**config.mk**
```make
export PLATFORM = sky130hd
export DESIGN_NAME = clct_peak_hold
export DESIGN_NICKNAME = d
export VERILOG_FILES = /design/src/rtl/clct_peak_hold.sv
export SDC_FILE = /design/constraint.sdc
export NUM_CORES = 1
export LEC_CHECK = 0
export ABC_AREA = 1
export CORE_MARGIN = 3
export CORE_UTILIZATION = 48
export DETAILED_ROUTE_END_ITERATION = 10
export DONT_BUFFER_PORTS = 1
export PLACE_DENSITY = 0.65
export SKIP_LAST_GASP = 1
export SYNTH_ARGS = -nofsm -noshare
export SYNTH_HDL_FRONTEND = slang
export SYNTH_SLANG_ARGS = --single-unit
```
**constraint.sdc**
```tcl
create_clock -name clock -period 2.3 [get_ports clock]
set_input_delay 0.46 -clock clock [delete_from_list [all_inputs] [get_ports clock]]
set_output_delay 0.46 -clock clock [all_outputs]
set_load 0.02 [all_outputs]
```
**src/rtl/clct_peak_hold.sv**
```systemverilog
// CLCT peak-hold stage: thresholds the sorter's best pattern every bx, keeps the strongest
// candidate over a DRIFT_WIN-bx window, emits it as a 1-clock pulse, then waits DEAD_BX bx.
module clct_peak_hold #(
  parameter int MXPATB    = 7,
  parameter int MXKEYBX   = 8,
  parameter int DRIFT_WIN = 3,
  parameter int DEAD_BX   = 4
) (
  input  logic               clock,
  input  logic               reset_n,
  input  logic               pat_en,
  input  logic [2:0]         hit_thresh,
  input  logic [3:0]         pid_thresh,
  input  logic [MXPATB-1:0]  best_pat,
  input  logic [MXKEYBX-1:0] best_key,
  output logic               clct_vld,
  output logic [MXPATB-1:0]  clct_pat,
  output logic [MXKEYBX-1:0] clct_key,
  output logic [2:0]         clct_nbx,
  output logic               busy
);

  typedef enum logic [1:0] {IDLE, ACCUM, DEAD} state_t;

  localparam logic [2:0] LAST_CNT  = 3'(DRIFT_WIN - 1);
  localparam logic [3:0] DEAD_INIT = 4'((DEAD_BX == 0) ? 0 : DEAD_BX - 1);
  localparam state_t     POST_EMIT = (DEAD_BX == 0) ? IDLE : DEAD;

  state_t               r_state, w_state_nxt;
  logic [MXPATB-1:0]    r_s1_pat, r_hold_pat, w_hold_pat_nxt, w_mrg_pat, w_emit_pat;
  logic [MXKEYBX-1:0]   r_s1_key, r_hold_key, w_hold_key_nxt, w_mrg_key, w_emit_key;
  logic [2:0]           r_hold_nbx, w_hold_nbx_nxt, w_mrg_nbx, w_emit_nbx;
  logic [2:0]           r_cnt, w_cnt_nxt;
  logic [3:0]           r_dcnt, w_dcnt_nxt;
  logic                 r_s1_q, w_beats, w_emit;

  // Stage 1: register the sorter output and its qualification
  always_ff @(posedge clock) begin
    if (!reset_n) begin
      r_s1_pat <= '0;
      r_s1_key <= '0;
      r_s1_q   <= 1'b0;
    end else begin
      r_s1_pat <= best_pat;
      r_s1_key <= best_key;
      r_s1_q   <= pat_en && (best_pat[MXPATB-1 -: 3] >= hit_thresh) &&
                  (best_pat[3:0] >= pid_thresh);
    end
  end

  // Bend bit is excluded so a direction flip never displaces an equal-quality earlier hit
  assign w_beats   = r_s1_q && (r_s1_pat[MXPATB-1:1] > r_hold_pat[MXPATB-1:1]);
  assign w_mrg_pat = w_beats ? r_s1_pat : r_hold_pat;
  assign w_mrg_key = w_beats ? r_s1_key : r_hold_key;
  assign w_mrg_nbx = w_beats ? r_cnt    : r_hold_nbx;

  always_comb begin
    w_state_nxt    = r_state;
    w_hold_pat_nxt = r_hold_pat;
    w_hold_key_nxt = r_hold_key;
    w_hold_nbx_nxt = r_hold_nbx;
    w_cnt_nxt      = r_cnt;
    w_dcnt_nxt     = r_dcnt;
    w_emit         = 1'b0;
    w_emit_pat     = w_mrg_pat;
    w_emit_key     = w_mrg_key;
    w_emit_nbx     = w_mrg_nbx;
    case (r_state)
      IDLE: begin
        if (r_s1_q) begin
          if (DRIFT_WIN == 1) begin
            w_emit      = 1'b1;
            w_emit_pat  = r_s1_pat;
            w_emit_key  = r_s1_key;
            w_emit_nbx  = 3'd0;
            w_state_nxt = POST_EMIT;
            w_dcnt_nxt  = DEAD_INIT;
          end else begin
            w_hold_pat_nxt = r_s1_pat;
            w_hold_key_nxt = r_s1_key;
            w_hold_nbx_nxt = 3'd0;
            w_cnt_nxt      = 3'd1;
            w_state_nxt    = ACCUM;
          end
        end
      end
      ACCUM: begin
        if (r_cnt == LAST_CNT) begin
          w_emit      = 1'b1;
          w_cnt_nxt   = 3'd0;
          w_state_nxt = POST_EMIT;
          w_dcnt_nxt  = DEAD_INIT;
        end else begin
          w_hold_pat_nxt = w_mrg_pat;
          w_hold_key_nxt = w_mrg_key;
          w_hold_nbx_nxt = w_mrg_nbx;
          w_cnt_nxt      = r_cnt + 3'd1;
        end
      end
      DEAD: begin
        if (r_dcnt == 4'd0) w_state_nxt = IDLE;
        else                w_dcnt_nxt  = r_dcnt - 4'd1;
      end
      default: w_state_nxt = IDLE;
    endcase
  end

  always_ff @(posedge clock) begin
    if (!reset_n) begin
      r_state    <= IDLE;
      r_hold_pat <= '0;
      r_hold_key <= '0;
      r_hold_nbx <= '0;
      r_cnt      <= '0;
      r_dcnt     <= '0;
      clct_vld   <= 1'b0;
      clct_pat   <= '0;
      clct_key   <= '0;
      clct_nbx   <= '0;
      busy       <= 1'b0;
    end else begin
      r_state    <= w_state_nxt;
      r_hold_pat <= w_hold_pat_nxt;
      r_hold_key <= w_hold_key_nxt;
      r_hold_nbx <= w_hold_nbx_nxt;
      r_cnt      <= w_cnt_nxt;
      r_dcnt     <= w_dcnt_nxt;
      clct_vld   <= w_emit;
      busy       <= (w_state_nxt != IDLE);
      // Candidate fields stay put between pulses for the readout side
      if (w_emit) begin
        clct_pat <= w_emit_pat;
        clct_key <= w_emit_key;
        clct_nbx <= w_emit_nbx;
      end
    end
  end

endmodule

```
==> results of run 1 <==
flip-flops by register name, indices dropped and copies added (netlist names), 2 cells and up:
| signal | flops |
|---|---|
| clct_key | 8 |
| clct_pat | 7 |
| r_hold_nbx | 3 |
| r_s1_key | 8 |
| r_hold_key | 8 |
| clct_nbx | 3 |
| r_hold_pat | 7 |
| r_dcnt | 4 |
| r_s1_pat | 7 |
| r_cnt | 3 |
| r_state | 2 |
power groups by stage:
stage,clock network [µW],logic (µW),registers [µW]
final,953,241,1150
after global routing,1040,281,1150
after CTS,986,243,1150
after detailed placement,0,242,1170
after global placement,0,236,1170
after floorplan,0,215,1170
stage by stage:
stage	instance area, µm²	power [µW]	std cells
after floorplan	3140	1380	431
after global placement	3190	1410	496
after detailed placement	3190	1420	496
after CTS	3390	2380	511
after global routing	3390	2470	511
final	3390	2340	511
cell usage after synthesis:
library cell  number
inv_2              4
nor2_1             6
a211oi_1           1
nand2_2           14
buf_2              4
o21bai_1           1
o211ai_1           3
nor2_4             1
a31oi_1            1
o21ai_4            1
nand3_4            1
nand2_4            1
a21oi_1           42
nor2_2             1
buf_4              3
a21oi_4            1
dfxtp_1           63
o21a_1             3
o21ai_0           24
ha_1              18
clkbuf_1           5
nor3b_1            1
inv_1             85
buf_6              2
nor3_1             4
buf_1              2
nand2_1           67
nand3_1           70
nand3_2            1
clkbuf_2           1
worst max-delay path by stage:
stage / startpoint / to / slack (ps)
2_1_floorplan: r_hold_pat[6]$_SDFFE_PN0P_ / r_hold_key[4]$_SDFFE_PN0P_ / 690
3_3_place_gp: r_hold_pat[6]$_SDFFE_PN0P_ / clct_nbx[1]$_SDFFE_PN0P_ / 420
3_5_place_dp: r_hold_pat[6]$_SDFFE_PN0P_ / clct_nbx[2]$_SDFFE_PN0P_ / 350
4_1_cts: r_hold_pat[6]$_SDFFE_PN0P_ / clct_nbx[2]$_SDFFE_PN0P_ / 350
5_1_grt: r_hold_pat[6]$_SDFFE_PN0P_ / clct_nbx[1]$_SDFFE_PN0P_ / 140
6_report: r_hold_pat[6]$_SDFFE_PN0P_ / clct_nbx[1]$_SDFFE_PN0P_ / 370
logic make-up (layout without fill, tap and decap cells):
| logic type | after synthesis | count (layout) | synth area share (%) |
|---|---|---|---|
| and+or+nand+nor | 167 | 167 | 25.3 |
| buffers and inverters | 106 | 111 | 13.7 |
| AOI/OAI and AO/OA | 77 | 77 | 13.7 |
| DFF | 63 | 63 | 40.1 |
| adders and majority gates | 18 | 18 | 7.17 |
critical path, cell delays in order, from the launching register on:
cell	delay, ps
dfxtp_1	320
inv_1	60
ha_1	300
a21oi_1	260
nand3_4	260
nand2_4	320
nand2_1	110
nand2_1	70
nand2_1	50
nand2_1	60
inv_1	30
cell usage in the layout, fill, tap and decap left out, types with 3 or more instances in the layout:
| master | n |
|---|---|
| inv_1 | 85 |
| nand3_1 | 70 |
| nand2_1 | 67 |
| dfxtp_1 | 63 |
| a21oi_1 | 42 |
| o21ai_0 | 24 |
| ha_1 | 18 |
| nand2_2 | 14 |
| clkbuf_8 | 11 |
| buf_4 | 7 |
| nor2_1 | 6 |
| inv_2 | 4 |
| nor3_1 | 4 |
| o211ai_1 | 3 |
| o21a_1 | 3 |
| clkinv_2 | 3 |
routing by layer:
metal	share of wire (%)	routed length [µm]	global-route usage, %	vias up
li1	-	-	-	1379
met1	49	3170	23.6	1134
met2	46	2950	28.6	43
met3	3.1	203	3.69	11
met4	2.2	141	10.3	0
met5	0	0	0	-
layout make-up:
cell class | count | share of cell area [%]
multi-input combinational | 262 | 42.8
sequential | 63 | 37.2
inverter | 89 | 9.86
clock buffer | 11 | 4.47
tap | 75 | 2.77
timing repair buffer | 7 | 1.55
clock inverter | 4 | 1.33
==> results.sh, run 1 <==
export IMPL_path_class="reg2reg"
export IMPL_cts_hold_buf=0
export IMPL_grt_max_degree=56
export IMPL_vias=2567
export IMPL_dr_pass1_iters=4
export IMPL_ys_types=30
export IMPL_grt_pass1_vias=2461
export IMPL_fin_setup_tns_ps=0
export IMPL_initial_core_util_pct=51.2
export IMPL_p_clk_share_pct=40.6
export IMPL_drv_slew=0
export IMPL_final_nets=475
export IMPL_antenna_found_initial=0
export IMPL_hold_viol_final=0
export IMPL_whs_ps=218
export IMPL_ant_nets=0
export IMPL_critPathCaptureType="register"
export IMPL_r2r_slack_ps=370
export IMPL_fin_util_pct=55.3
export IMPL_rsz0062_at_grt="false"
export IMPL_routed_wl_mm=6.46
export IMPL_status="complete, no violations"
export IMPL_cp_start_kind="register"
export IMPL_fp_dieW_um=86.9
export IMPL_r2r_start="r_hold_pat[6]$_SDFFE_PN0P_"
export IMPL_ios=45
export IMPL_gp_congestion=0.755
export IMPL_yosys_area_top_type="dfxtp_1"
export IMPL_portBuffers=0
export IMPL_vdd_drop_max_mv=0.362
export IMPL_rows=28
export IMPL_fillers=590
export IMPL_holdPathStages=2
export IMPL_route_detailed_drc=0
export IMPL_synth_warnings=0
export IMPL_synth_top_cell_area_share_pct=40.1
export IMPL_r2r_end="clct_nbx[1]$_SDFFE_PN0P_"
export IMPL_viasPerCell=5.02
export IMPL_hold_path_end="r_s1_key[1]$_SDFF_PN0_"
export IMPL_cts_tree="yes"
export IMPL_area_growth_pct=7.85
export IMPL_wl_per_cell_um=12.6
export IMPL_die_area_um2=7550
export IMPL_die_h_um=86.9
export IMPL_yosys_top_cells_area="dfxtp_1 (40%), nand3_1 (11%), inv_1 (10%)"
export IMPL_timing_fmax_ghz=0.518
export IMPL_regArea_um2=1260
export IMPL_grt_ovfl_total=0
export IMPL_worstPathRequired_ps=2540
export IMPL_hold_start="best_key[1]"
export IMPL_hp_class="in2reg"
export IMPL_grt_pass1_wl_mm=10.9
export IMPL_path_max_fanout=19
export IMPL_syn_area_um2=3140
export IMPL_finalCritPeriodShare_pct=84.0
export IMPL_root_buffer="clkbuf_8"
export IMPL_design_core_area_um2=6130
export IMPL_postCtsSetupRepairBufs=0
export IMPL_p_per_area_nw_per_um2=692
export IMPL_antennaDiodeCount=0
export IMPL_fin_skew_ps=6.77
export IMPL_leakagePower_uw=0.00169
export IMPL_drive_gt1_share_pct=10.8
export IMPL_p_int_uw=1760
export IMPL_drtIter0Drc=103
export IMPL_pwr_share_comb_pct=10.3
export IMPL_place_ws_ps=353
export IMPL_r2r_worst_path_cells=10
export IMPL_yosysSeqAreaShare_pct=40.1
export IMPL_clkLatencyLatePin_ps=330
export IMPL_cts_sinks=63
export IMPL_syn_num_nets=474
export IMPL_place_hpwl_mm=4.46
export IMPL_swShare_pct=25.0
export IMPL_ys_ff_latch=63
export IMPL_p_switching_uw=585
export IMPL_clk_path_buf_depth=2
export IMPL_pwr_share_seq_pct=49.1
export IMPL_worst_pin_slew_ps=417
export IMPL_avgSynthCellArea_um2=7.29
export IMPL_ctsHtreeMaxLevel=3
export IMPL_multi_input_area_um2=1450
export IMPL_fin_crit_ps=1930
export IMPL_max_cap_viol_count=0
export IMPL_finalSetupViolations=0
export IMPL_relSlewSlack_pct=72.2
export IMPL_clk_pin_slew_ps=70
export IMPL_track_usage_pct=18.4
export IMPL_worst_slack_ps=369
export IMPL_cp_arrival_ps=2170
export IMPL_postCtsResizedCells=0
export IMPL_syn_instance_count=431
export IMPL_cts_buffers=9
Note: power is estimated with default switching activity, not from simulation.
==> run 2, diff against run 1 <==
--- a/config.mk
+++ b/config.mk
@@ -10,7 +10,7 @@
 export CORE_UTILIZATION = 48
 export DETAILED_ROUTE_END_ITERATION = 10
 export DONT_BUFFER_PORTS = 1
-export PLACE_DENSITY = 0.65
+export PLACE_DENSITY = 0.67
 export SKIP_LAST_GASP = 1
 export SYNTH_ARGS = -nofsm -noshare
 export SYNTH_HDL_FRONTEND = slang
==> constraint.sdc (replaced) <==
create_clock -name clock -period 1.55 [get_ports clock]
set_input_delay 0.31 -clock clock [delete_from_list [all_inputs] [get_ports clock]]
set_output_delay 0.31 -clock clock [all_outputs]
set_load 0.02 [all_outputs]
==> results.sh, run 2 (same netlist as run 1, synthesis figures left out) <==
export IMPL_finalCritPeriodShare_pct=111
export IMPL_crit_chain="ha_4 > nand2_4 > nor2_4 > buf_6 > a21oi_4 > buf_6 > nand2_8 > nand2_1 > nand3_1 > a21oi_1"
export IMPL_fin_skew_ps=6.07
export IMPL_vdd_drop_max_mv=0.878
export IMPL_viasPerCell=5.35
export IMPL_antennaDiodeCount=0
export IMPL_worst_pin_slew_ps=301
export IMPL_grt_max_degree=56
export IMPL_max_stage_delay_ps=390
export IMPL_crit_path_frequent_cell="buf_6"
export IMPL_wl_per_cell_um=14.8
export IMPL_root_buffer="clkbuf_8"
export IMPL_antenna_found_initial=0
export IMPL_leakagePower_uw=0.00188
export IMPL_cp_arrival_ps=1990
export IMPL_drv_slew=0
export IMPL_route_detailed_drc=0
export IMPL_place_hpwl_mm=4.70
export IMPL_gp_congestion=0.823
export IMPL_hp_class="in2reg"
export IMPL_track_usage_pct=21.7
export IMPL_cp_slowest_cell="dfxtp_1"
export IMPL_cp_endpoint="r_hold_key[1]$_SDFFE_PN0P_"
export IMPL_die_area_um2=7550
export IMPL_placed_cells=515
export IMPL_r2r_slack_ps=-160
export IMPL_clk_pin_slew_ps=70
export IMPL_p_per_area_nw_per_um2=914
export IMPL_critPathCaptureType="register"
export IMPL_design_core_area_um2=6130
export IMPL_cts_hold_buf=0
export IMPL_drive_gt1_share_pct=30.3
export IMPL_critPathBufInv=2
export IMPL_fin_cells=543
export IMPL_relSlewSlack_pct=79.9
export IMPL_cts_buffers=9
export IMPL_ios=45
export IMPL_fillers=465
export IMPL_timing_fmax_ghz=0.584
export IMPL_ant_nets=0
export IMPL_path_delay_family="flip-flops"
export IMPL_ctsHtreeMaxLevel=3
export IMPL_final_nets=507
export IMPL_grt_pass1_vias=2709
export IMPL_clkLatencyLatePin_ps=350
export IMPL_portBuffers=0
export IMPL_layout_commonest_cell="inv_1"
export IMPL_finalSetupViolations=36
export IMPL_area_growth_pct=31.1
export IMPL_regArea_um2=1270
export IMPL_max_cap_viol_count=0
export IMPL_rows=28
export IMPL_fin_setup_tns_ps=-3760
export IMPL_r2r_end="r_hold_key[1]$_SDFFE_PN0P_"
export IMPL_status="finished, violations left"
export IMPL_die_h_um=86.9
export IMPL_fin_crit_ps=1710
export IMPL_cp_start_kind="register"
export IMPL_hold_viol_final=0
export IMPL_clk_path_buf_depth=2
export IMPL_path_class="reg2reg"
export IMPL_top_regs="clct_key: 8 flops, r_hold_key: 8 flops, r_s1_key: 8 flops"
export IMPL_dr_pass1_iters=6
export IMPL_path_max_fanout=5
export IMPL_violations="negative setup slack"
export IMPL_r2r_worst_path_cells=10
export IMPL_routed_wl_mm=8.01
export IMPL_cp_startpoint="r_s1_pat[5]$_SDFF_PN0_"
export IMPL_cts_tree="yes"
export IMPL_grt_pass1_wl_mm=12.7
export IMPL_cts_sinks=63
export IMPL_drtIter0Drc=196
export IMPL_vias=2904
export IMPL_initial_core_util_pct=51.2
export IMPL_worstPathRequired_ps=1830
export IMPL_multi_input_area_um2=1860
export IMPL_rsz0062_at_grt="true"
export IMPL_mostFrequentLayoutCells="inv_1 (79), nand2_1 (59), dfxtp_1 (55)"
export IMPL_r2r_start="r_s1_pat[5]$_SDFF_PN0_"
export IMPL_fp_dieW_um=86.9
export IMPL_cp_depth=10
export IMPL_worst_slack_ps=-163
export IMPL_grt_ovfl_total=0
run 2: changes by cell type in the layout (fill, tap and decap cells not counted), sizes merged:
cell / previous run / this run
clkbuf: 11 / 16
nand2: 82 / 85
bufinv: 1 / 0
buf: 7 / 35
clkinv: 3 / 0
run 2: stage by stage:
| step | util, % | hold slack [ps] | power [µW] | instance area, µm² | setup WS [ps] |
|---|---|---|---|---|---|
| after floorplan | - | 403 | 2080 | 3220 | 1.71 |
| after global placement | 55.8 | 408 | 2180 | 3420 | -71.7 |
| after detailed placement | 55.8 | 410 | 2190 | 3420 | -102 |
| after CTS | 62.3 | 45.3 | 3650 | 3820 | -75.8 |
| after global routing | 67.2 | 40.8 | 3940 | 4120 | -265 |
| final | 67.2 | 54.4 | 3760 | 4120 | -163 |
run 2: how the worst min path moves through the flow:
| stage | startpoint | to | slack (ps) | depth (start not counted) |
|---|---|---|---|---|
| floorplan | best_pat[0] | r_s1_pat[0]$_SDFF_PN0_ | 400 | 2 |
| global placement | reset_n | r_s1_key[4]$_SDFF_PN0_ | 410 | 2 |
| detailed placement | best_pat[4] | r_s1_pat[4]$_SDFF_PN0_ | 410 | 2 |
| CTS | reset_n | r_s1_key[3]$_SDFF_PN0_ | 50 | 2 |
| global route | reset_n | r_s1_key[3]$_SDFF_PN0_ | 40 | 2 |
| finish | best_pat[4] | r_s1_pat[4]$_SDFF_PN0_ | 50 | 2 |
run 2: cell type report:
class / count / area share (%)
Multi-Input combinational cell: 265 / 45.1
Sequential cell: 63 / 30.9
Timing Repair Buffer: 36 / 9.30
Inverter: 89 / 8.17
Clock buffer: 15 / 4.28
Tap cell: 75 / 2.28
run 2: power by group:
| part | switching (µW) | internal, µW |
|---|---|---|
| Combinational | 390 | 352 |
| Clock | 601 | 705 |
| Sequential | 40.9 | 1680 |
| Total | 1030 | 2730 |
run 2: worst register-to-register path: stages, from the launching register on:
cell and delay [ps]:
dfxtp_1 390, ha_4 230, nand2_4 70, nor2_4 40
buf_6 110, a21oi_4 230, buf_6 180, nand2_8 90
nand2_1 100, nand3_1 80, a21oi_1 130
run 2: routing by layer:
layer | vias up | share of wire (%) | track usage [%]
met2 | 108 | 50 | 35.3
met1 | 1335 | 42 | 26.3
met3 | 13 | 6.1 | 7.38
li1 | 1448 | - | -
met5 | - | 0 | 0
met4 | 0 | 1.8 | 8.22
run 2: timing repair:
item                                   4_1_cts  5_1_grt
cloned                                       4        2
endpoints found under the hold margin        0        0
setup endpoints to repair                   28       44
pin swaps                                   18       24
gates resized for setup                     23       66
setup buffers                                6        1
